### config.mk
export PLATFORM = sky130hd
export DESIGN_NAME = shift_sequencer
export DESIGN_NICKNAME = d
export VERILOG_FILES = /design/src/rtl/shift_sequencer.sv
export SDC_FILE = /design/constraint.sdc
export NUM_CORES = 1
export LEC_CHECK = 0
export CAP_MARGIN = 20
export CORE_UTILIZATION = 35
export CTS_BUF_LIST = sky130_fd_sc_hd__clkbuf_2
export DETAILED_ROUTE_END_ITERATION = 16
export GPL_ROUTABILITY_DRIVEN = 0
export PLACE_DENSITY = 0.78
export SYNTH_ARGS = -nofsm -noshare
export SYNTH_HDL_FRONTEND = slang
export SYNTH_SLANG_ARGS = --single-unit
### constraint.sdc
create_clock -name clock -period 2.7 [get_ports clock]
set_input_delay 0.54 -clock clock [delete_from_list [all_inputs] [get_ports clock]]
set_output_delay 0.54 -clock clock [all_outputs]
set_load 0.01 [all_outputs]
### src/rtl/shift_sequencer.sv
// Shift-instruction control sequencer: fetch (T0-T2), decode (T3), execute (T4-T5).
// Define SHIFT_SEQ_ROTATE_EN to also accept the ror/rol opcodes.
module shift_sequencer #(
  parameter int CNT_W = 16
) (
  input  logic             clock,
  input  logic             clear,
  input  logic             run,
  input  logic [31:0]      ir,
  output logic             PCout,
  output logic             IncPC,
  output logic             MARin,
  output logic             Zin,
  output logic             Zlo_out,
  output logic             PCin,
  output logic             Read,
  output logic             MDRin,
  output logic             MDRout,
  output logic             IRin,
  output logic             Yin,
  output logic [15:0]      Rout,
  output logic [15:0]      Rin,
  output logic [4:0]       opcode,
  output logic             busy,
  output logic             done,
  output logic             illegal,
  output logic [CNT_W-1:0] instr_count
);

  typedef enum logic [2:0] {
    IDLE = 3'd0,
    T0   = 3'd1,
    T1   = 3'd2,
    T2   = 3'd3,
    T3   = 3'd4,
    T4   = 3'd5,
    T5   = 3'd6
  } state_t;

  state_t state;
  logic   legal;
  logic   unused_ir;

  function automatic logic is_legal(input logic [4:0] op);
    case (op)
      5'b00101, 5'b00110, 5'b00111: is_legal = 1'b1;
`ifdef SHIFT_SEQ_ROTATE_EN
      5'b01000, 5'b01001:           is_legal = 1'b1;
`else
`endif
      default:                      is_legal = 1'b0;
    endcase
  endfunction

  function automatic logic [15:0] reg_sel(input logic [3:0] idx);
    reg_sel = 16'h0001 << idx;
  endfunction

  assign legal     = is_legal(ir[31:27]);
  assign unused_ir = ^ir[14:0];

  // State register and retired-instruction counter
  always_ff @(posedge clock or negedge clear) begin
    if (!clear) begin
      state       <= IDLE;
      instr_count <= {CNT_W{1'b0}};
    end else begin
      case (state)
        IDLE:    state <= run ? T0 : IDLE;
        T0:      state <= T1;
        T1:      state <= T2;
        T2:      state <= T3;
        T3:      state <= legal ? T4 : IDLE;
        T4:      state <= T5;
        T5: begin
          instr_count <= instr_count + {{(CNT_W-1){1'b0}}, 1'b1};
          state       <= run ? T0 : IDLE;
        end
        default: state <= IDLE;
      endcase
    end
  end

  // Control strobes decoded from the state register and the IR fields
  always_comb begin
    PCout   = 1'b0;
    IncPC   = 1'b0;
    MARin   = 1'b0;
    Zin     = 1'b0;
    Zlo_out = 1'b0;
    PCin    = 1'b0;
    Read    = 1'b0;
    MDRin   = 1'b0;
    MDRout  = 1'b0;
    IRin    = 1'b0;
    Yin     = 1'b0;
    Rout    = 16'h0000;
    Rin     = 16'h0000;
    opcode  = 5'b00000;
    done    = 1'b0;
    illegal = 1'b0;
    case (state)
      T0: begin
        PCout = 1'b1;
        IncPC = 1'b1;
        MARin = 1'b1;
        Zin   = 1'b1;
      end
      T1: begin
        Zlo_out = 1'b1;
        PCin    = 1'b1;
        Read    = 1'b1;
        MDRin   = 1'b1;
      end
      T2: begin
        MDRout = 1'b1;
        IRin   = 1'b1;
      end
      T3: begin
        if (legal) begin
          Rout = reg_sel(ir[22:19]);
          Yin  = 1'b1;
        end else begin
          illegal = 1'b1;
        end
      end
      T4: begin
        Rout   = reg_sel(ir[18:15]);
        Zin    = 1'b1;
        opcode = ir[31:27];
      end
      T5: begin
        Zlo_out = 1'b1;
        Rin     = reg_sel(ir[26:23]);
        done    = 1'b1;
      end
      default: begin
        PCout = 1'b0;
      end
    endcase
  end

  assign busy = (state != IDLE);

endmodule

Word level (Yosys, flattened, before mapping). Index checks and enable logic that the tools add are counted.

Bits in registers: 19. Input port bits: 35. Output and inout port bits: 67. Word-level logic and storage cells: 39.

$add $sub $neg: 1. Equal/unequal tests: 9. Shift-type cells: 3. Muxes and demuxes: 18. Reductions and logical operators: 6.

Operator list (count): 1-bit by 4-bit << shifter with 16-bit output, first input constant (3); 16-bit two-way mux (2); 16-bit case mux with 2 select lines (1); 3-bit case mux with 6 select lines (1); 16-bit by 1-bit adder with 16-bit output, second input constant (1); 5-bit by 3-bit equality test with 1-bit output, second input constant (3); 1-bit two-way mux (12); 3-bit equality test, second input constant (3); 3-bit by 2-bit equality test with 1-bit output, second input constant (2); 2-bit OR reduction (3); 5-bit two-way mux (1); 3-bit by 1-bit equality test with 1-bit output, second input constant (1); 3-bit zero test (1); 3-bit two-way mux (1); 3-bit nonzero test (1); 3-bit OR reduction (1).

Longest topological paths before layout. Gate-level depths: netlist of the first run.

Depth after elaboration: 5. Gate-level depth with buffers: 6. Depth with buffers taken out: 5.

Worst setup path after synthesis of the first run. OpenSTA, ideal clock, no wires.

Path kind: input to output. From: in ir[30]. To: out Rout[1]. Arrival: 1712 ps. Slack: 448 ps. Stages on the path: 4. Cells stage by stage: or3b_4 -> nor4_4 -> nand3b_1 -> o21ai_0.

Cells in the longest elaborated chain, start to end: 5. Elaborated cells on any way between the ends: 7. Those cells by class: eq/ne: 3; mux: 3; reduce/logical: 1.

Ends and longest elaborated chain: start, declared (RTL line 9) `input logic [31:0] ir,`; 5-bit by 3-bit equality test with 1-bit output (RTL line 45) `case (op)`; 3-bit OR reduction (*) (RTL line 45); 1-bit two-way mux (*) (RTL line 45); 16-bit two-way mux (*) (RTL line 120) `if (legal) begin`; 16-bit case mux with 2 select lines (*) (RTL line 102) `case (state)`; end, declared (RTL line 21) `output logic [15:0] Rout,`.

Every way passes the cells marked *; elsewhere a longest branch is shown, timed or not.

Final worst setup path of the first run.
From: in ir[28]. To: out Rout[4].

The elaborated chain is that of the path after synthesis.

==> summary.txt, run 1 <==
Status
  – Status: completed

Synth
  – Mapped cell area: 1380 µm²
  – Most common flop cell mapped by yosys: dfrtp_1
  – Ys async rst share: 1.00
  – Synth Area in XOR/XNOR: 0.0955
  – Post-synth top cells: 23 x nor2_1, 19 x dfrtp_1, 15 x nand2_1, 13 x o22ai_1, 11 x xnor2_1
  – Count leader, synth: nor2_1
  – Synth Warn #: 0
  – Post-synth top area share: 0.345
  – Dominant cell type by area after synthesis: dfrtp_1
  – Multiplexer share of the synthesized area: 0
  – Post-synthesis average cell area: 8.71 µm²
  – Post-Synth Adder-Cell Area: 0.00909
  – Mapped Cells: 158
  – Largest cells by area after synthesis: dfrtp_1 35%, xnor2_1 7.0%, nor2_1 6.3%
  – Number of distinct library cells after synthesis: 31
  – Simple-Gate Fraction of Synth Area: 0.387
  – Seq/Total Area, Yosys: 0.345
  – Syn_nets: 194
  – Largest family of logic cells by synthesized area: simple AND/OR/NAND/NOR gates
  – Count of state elements after synthesis: 19
  – Synth Area in Compound Gates: 0.0973
  – Post-synth EDFFs: 0

Layout
  – Share of layout cells above drive strength 1: 0.217
  – Layout Nets: 295
  – Antenna cells: 0
  – Final Util: 0.651
  – Layout area overhead: 75.7%

Floorplanning
  – DIE AREA: 4190 µm²
  – DIE HEIGHT: 64.7 µm
  – Die width: 64.7 µm
  – Boundary pin count: 102
  – Starting Density: 0.370
  – Row count: 22
  – Core ar.: 3720 µm²

Place
  – I/O Buffers: 86
  – DP Wirelength: 3060 µm
  – Post-Place Setup Slack: -487 ps

STA
  – Final Hold Fails: 0
  – Fin crit share: 0.986
  – Fmax: 0.376 GHz
  – Final setup margin: 38.4 ps
  – Skew final: 4.48 ps
  – Rel. slew slack: 0.443
  – TNS Setup: 0 ps
  – Pins Over Slew Limit: 0
  – Fin crit period: 2660 ps
  – Worst slew pin tran: 832 ps
  – Setup Viol. Count Final: 0

Worst setup path
  – Setup crit end kind: output pin
  – Worst-path cell chain: clkdlybuf4s50_1 > nor2_2 > nor4_4 > nand2_2 > o22ai_1 > dlygate4sd2_1
  – Worst setup SP type: input port
  – Worst EP arrival: 2120 ps
  – CP top delay family: buffers and inverters
  – CP Data Required Time: 2160 ps
  – Crit-path max cell delay: 500 ps
  – Slowest CP cell: clkdlybuf4s50_1
  – Max FO, Critical Path: 5
  – CP Class: input port to output pin
  – Worst Path Buf+Inv: 2

Pwr
  – Leak pwr: 1.09 nW
  – P_int: 0.763 mW
  – Clock Power Share: 0.100
  – Sw power: 0.465 mW
  – Power Dens Cells: 508 nW/µm²
  – Flop pwr share: 0.330
  – Maximum vdd drop: 398 µV
  – Sw Ratio: 0.378
  – Combinational power share: 0.570

Drt
  – Pre-antenna DRT Iters: 4
  – Antenna viol nets, final: 0
  – Starting DRT DRC Count: 52
  – DRC Markers: 0
  – WL/cell: 13.5 µm
  – Vias/cell: 5.07
  – Vias: 1551
  – Total wire length: 4140 µm

Global routing
  – GR Util All Layers: 0.201
  – Initial antenna violation count: 0
  – Largest net degree at the start of global routing: 20
  – Vias in the first global route: 1490
  – First-pass GRT wire length: 6570 µm
  – Grt ovf: 0

Clock network
  – Total clock sinks: 19
  – TritonCTS clock tree: yes
  – Clock Latency Late Sink: 310 ps
  – H-tree Lvls: 1
  – Reg clk slew, reported paths: 170 ps
  – Bufs on Longest Clock Path: 2
  – Hold_buf cts: 0
  – Clock root cell: clkbuf_2
  – Number of CTS-inserted buffers: 3

Hold path
  – Hold WC Path Type: flop to flop

Job
  – Max Cap Viol: 0
metal layers:
layer | track usage | up-vias | share of wire
li1 | - | 751 | -
met4 | 0.0528 | 0 | 0.015
met5 | 0 | - | 0
met3 | 0.0757 | 6 | 0.091
met1 | 0.247 | 725 | 0.44
met2 | 0.326 | 69 | 0.46
power by group through the flow:
| stage | combinational (mW) | sequential [mW] | clock [mW] |
|---|---|---|---|
| floorplan | 0.391 | 0.379 | 0 |
| finish | 0.700 | 0.405 | 0.123 |
| CTS | 0.679 | 0.404 | 0.127 |
| global placement | 0.651 | 0.413 | 0 |
| global route | 0.759 | 0.412 | 0.142 |
| detailed placement | 0.657 | 0.411 | 0 |
metrics by stage:
step | cells | hold WS (ps) | power, mW | cell area, µm²
2_1_floorplan | 158 | 244 | 0.770 | 1380
5_1_grt | 306 | 513 | 1.31 | 2420
6_report | 306 | 483 | 1.23 | 2420
3_5_place_dp | 294 | 470 | 1.07 | 2300
3_3_place_gp | 294 | 461 | 1.06 | 2300
4_1_cts | 303 | 492 | 1.21 | 2340
final timing paths:
path                                    to  cells past startpoint  slack [ps]             from
min reg2reg                instr_count[15]                      1         480  instr_count[15]
max in group asynchronous         state[2]                      1        1460            clear
max                                Rout[4]                      6          40           ir[28]
max reg2reg                instr_count[13]                      5        1090         state[0]
min                        instr_count[15]                      1         480  instr_count[15]
min in group asynchronous  instr_count[14]                      1         690            clear
worst register-to-register path: cells and delay by family, from the launching register on:
kind | cells | cell delay, ps
xor+xnor | 1 | 140
buf+inv | 1 | 180
flops | 1 | 470
simple gates | 3 | 730
area by class of cell:
cell class	instances	area (µm²)
flip-flops and latches	19	478
clock buffers	4	20.0
well taps	48	60.1
multi-input cells	126	880
inverters	4	15.0
fillers	310	1300
repair buffers	105	966
what timing repair did:
action	in CTS	in global routing
hold endpoints to repair	0	0
pin swaps	8	4
buffers inserted	5	3
setup endpoints to repair	29	29
resized for setup	62	14
registers in the layout, indices dropped and copies added, names as in the netlist:
name	cells
state	3
instr_count	16
cell usage in the layout (no fill, tap or decap), types with 2 or more instances in the layout:
master / n
clkdlybuf4s50_1: 63
nor2_1: 22
dfrtp_1: 17
buf_4: 17
nand2_1: 14
xnor2_1: 11
buf_2: 9
o22ai_1: 8
nand2b_1: 7
nor3_1: 7
dlygate4sd2_1: 7
nand3_1: 6
nand3b_1: 5
and2_1: 5
o22ai_2: 4
nand4_1: 4
xor2_1: 4
clkbuf_2: 4
or3_1: 3
inv_1: 3
clkdlybuf4s15_1: 3
dlymetal6s2s_1: 3
buf_6: 3
or3b_4: 2
nor4_4: 2
o32ai_2: 2
or2_2: 2
o21ai_1: 2
and4_1: 2
dfrtp_2: 2
cell families after synthesis:
logic type / count (synthesis)
compound gates: 20
xor+xnor: 15
fa+ha+maj: 1
buf+inv: 13
flops: 19
simple gates: 90
(Power assumes the default switching activity.)
==> run 2, diff against run 1 <==
Settings changed: CORE_MARGIN set to 1.
==> results of run 2 <==
Final layout, timing and power as in run 1 (identical DEF).
==> run 3, diff against run 2 <==
Settings changed: CORE_UTILIZATION 35 to 32, GPL_ROUTABILITY_DRIVEN 0 to 1, PLACE_DENSITY 0.78 to 0.75.
Clock period 2.7 ns to 2.26 ns, I/O delays scaled along.
==> summary.txt, run 3 (same netlist as run 1, synthesis figures left out) <==
Floorplanning
  – Starting Density: 0.339 (-0.0312)
  – Boundary pin count: 102 (unchanged)
  – Core ar.: 4060 µm² (+9.2%)
  – DIE AREA: 4570 µm² (+9.1%)
  – DIE HEIGHT: 67.6 µm (+4.4%)
  – Row count: 23 (+4.5%)
  – Die width: 67.6 µm (+4.4%)

Place
  – Global placer's final weighted congestion: 0.769
  – DP Wirelength: 2990 µm (-2.2%)
  – I/O Buffers: 86 (unchanged)
  – Inst Count DP: 307 (+4.4%)
  – Area after DPL: 2390 µm² (+3.7%)

Worst setup path
  – Max FO, Critical Path: 3 (-2)
  – Slowest CP cell: dfrtp_1
  – Worst-path cell chain: buf_6 > and3b_2 > or3b_4 > buf_6 > o22ai_2 > buf_2
  – CP Data Required Time: 1810 ps (-350 ps)
  – Crit-path max cell delay: 420 ps (-80 ps)
  – Most used cell, CP: buf_6
  – RR Startpoint: state[0]
  – Setup crit end kind: output pin
  – CP Class: flop to output pin
  – R2R depth: 6 (+1)
  – Worst EP arrival: 1910 ps (-210 ps)
  – Worst setup SP type: flop
  – CP top delay family: simple AND/OR/NAND/NOR gates
  – Worst Path Buf+Inv: 3 (+1)
  – Reg2reg setup slack: 560 ps (-530 ps)
  – Worst R2R End: instr_count[13]

Clock network
  – Clock Latency Late Sink: 310 ps (about the same)
  – Number of CTS-inserted buffers: 3 (unchanged)
  – Total clock sinks: 19 (unchanged)
  – TritonCTS clock tree: yes
  – H-tree Lvls: 1 (unchanged)
  – Clock root cell: clkbuf_2
  – Bufs on Longest Clock Path: 2 (unchanged)
  – Reg clk slew, reported paths: 180 ps (about the same)

STA
  – Final setup margin: -105 ps (-143 ps)
  – TNS Setup: -588 ps (-588 ps)
  – Worst slew pin tran: 334 ps (-498 ps)
  – Pins Over Slew Limit: 0 (unchanged)
  – RSZ-0062 raised after global routing: true
  – Rel. slew slack: 0.775 (+0.332)
  – Fin crit share: 1.05
  – Fmax: 0.423 GHz
  – Final Hold Fails: 0 (unchanged)
  – Skew final: 1.98 ps (-2.50 ps)
  – Setup Viol. Count Final: 10 (+10)
  – Fin crit period: 2360 ps

Global routing
  – First-pass GRT wire length: 6180 µm (-6.0%)
  – GR Util All Layers: 0.174 (-0.0265)
  – Largest net degree at the start of global routing: 20 (unchanged)
  – Initial antenna violation count: 0 (unchanged)
  – Vias in the first global route: 1406 (-5.6%)
  – Grt ovf: 0 (unchanged)

Drt
  – WL/cell: 12.9 µm (-4.5%)
  – DRC Markers: 0 (unchanged)
  – Pre-antenna DRT Iters: 4 (unchanged)
  – Total wire length: 4170 µm (+0.82%)
  – Vias: 1587 (+2.3%)
  – Antenna viol nets, final: 0 (unchanged)
  – Vias/cell: 4.91 (-3.1%)
  – Starting DRT DRC Count: 45 (-13%)

Layout
  – Most frequent cells in the layout: 30 x clkdlybuf4s50_1, 28 x buf_4, 21 x buf_2
  – Layout area overhead: 81.0%
  – Antenna cells: 0 (unchanged)
  – Max reg flops: 16 (unchanged)
  – Commonest non-fill, non-tap cell in the layout: clkdlybuf4s50_1
  – Layout Nets: 310 (+5.1%)
  – Largest regs: instr_count: 16 flops, state: 3 flops
  – Final Cell Area: 2490 µm² (+3.0%)
  – Share of layout cells above drive strength 1: 0.377 (+0.160)
  – Fill cells: 376 (+21%)
  – Layout Cells excl Fill: 323 (+5.6%)
  – Largest Register: instr_count

Pwr
  – Leak pwr: 1.32 nW (+21%)
  – Maximum vdd drop: 386 µV (-3.0%)
  – Power Dens Cells: 619 nW/µm² (+22%)

Status
  – Status: finished, violations left
  – Failing checks: negative setup slack

Hold path
  – Hold WC Path Type: input port to async pin

Job
  – Max Cap Viol: 0 (unchanged)
run 3: metal layers:
layer	GRT usage	wire length [µm]	part of all wire
met1	0.203	1720	0.41
met2	0.313	2050	0.49
met3	0.0659	408	0.098
met4	0.00798	0	0
met5	0	0	0
run 3: repair_timing:
| action | 4_1_cts | 5_1_grt |
|---|---|---|
| endpoints found under the setup margin | 48 | 31 |
| cloned | 0 | 0 |
| hold buffers | 0 | 0 |
| pin swaps | 18 | 7 |
| resized for setup | 125 | 56 |
| buffers inserted | 8 | 4 |
run 3: worst register-to-register path: cells and delay by family, from the launching register on:
kind	cells	cell delay, ps
AND/OR/NAND/NOR	3	700
flip-flops	1	450
buffers and inverters	2	320
XOR/XNOR	1	150
run 3: layout make-up:
class,count,area [µm²],share of cell area
clock inverter,1,5.00,0.00201
tap,50,62.6,0.0251
multi-input combinational,126,925,0.371
sequential,19,477,0.191
timing repair buffer,120,992,0.398
clock buffer,3,15.0,0.00603
inverter,4,15.0,0.00603
run 3: worst max path at each step:
stage	start	end	slack, ps	depth (start not counted)
finish	state[1]	Rout[12]	-100	6
global route	state[1]	Rout[12]	-190	6
CTS	state[1]	Rout[12]	-130	6
detailed placement	ir[29]	Rout[3]	-760	6
global placement	ir[29]	Rout[15]	-680	6
floorplan	ir[30]	Rout[1]	180	4
run 3: report_power, final:
group          internal, mW  switching, mW  total, mW
logic                 0.526          0.415      0.941
registers             0.396         0.0605      0.456
clock network        0.0401          0.106      0.146
run 3: through the flow:
step / hold slack, ps / total power [mW] / setup slack, ps / util
after floorplan: 156 / 0.920 / 184 / -
after global placement: 461 / 1.32 / -678 / 0.589
after detailed placement: 490 / 1.33 / -763 / 0.589
after CTS: 435 / 1.51 / -132 / 0.601
after global routing: 435 / 1.66 / -191 / 0.614
final: 440 / 1.54 / -105 / 0.614
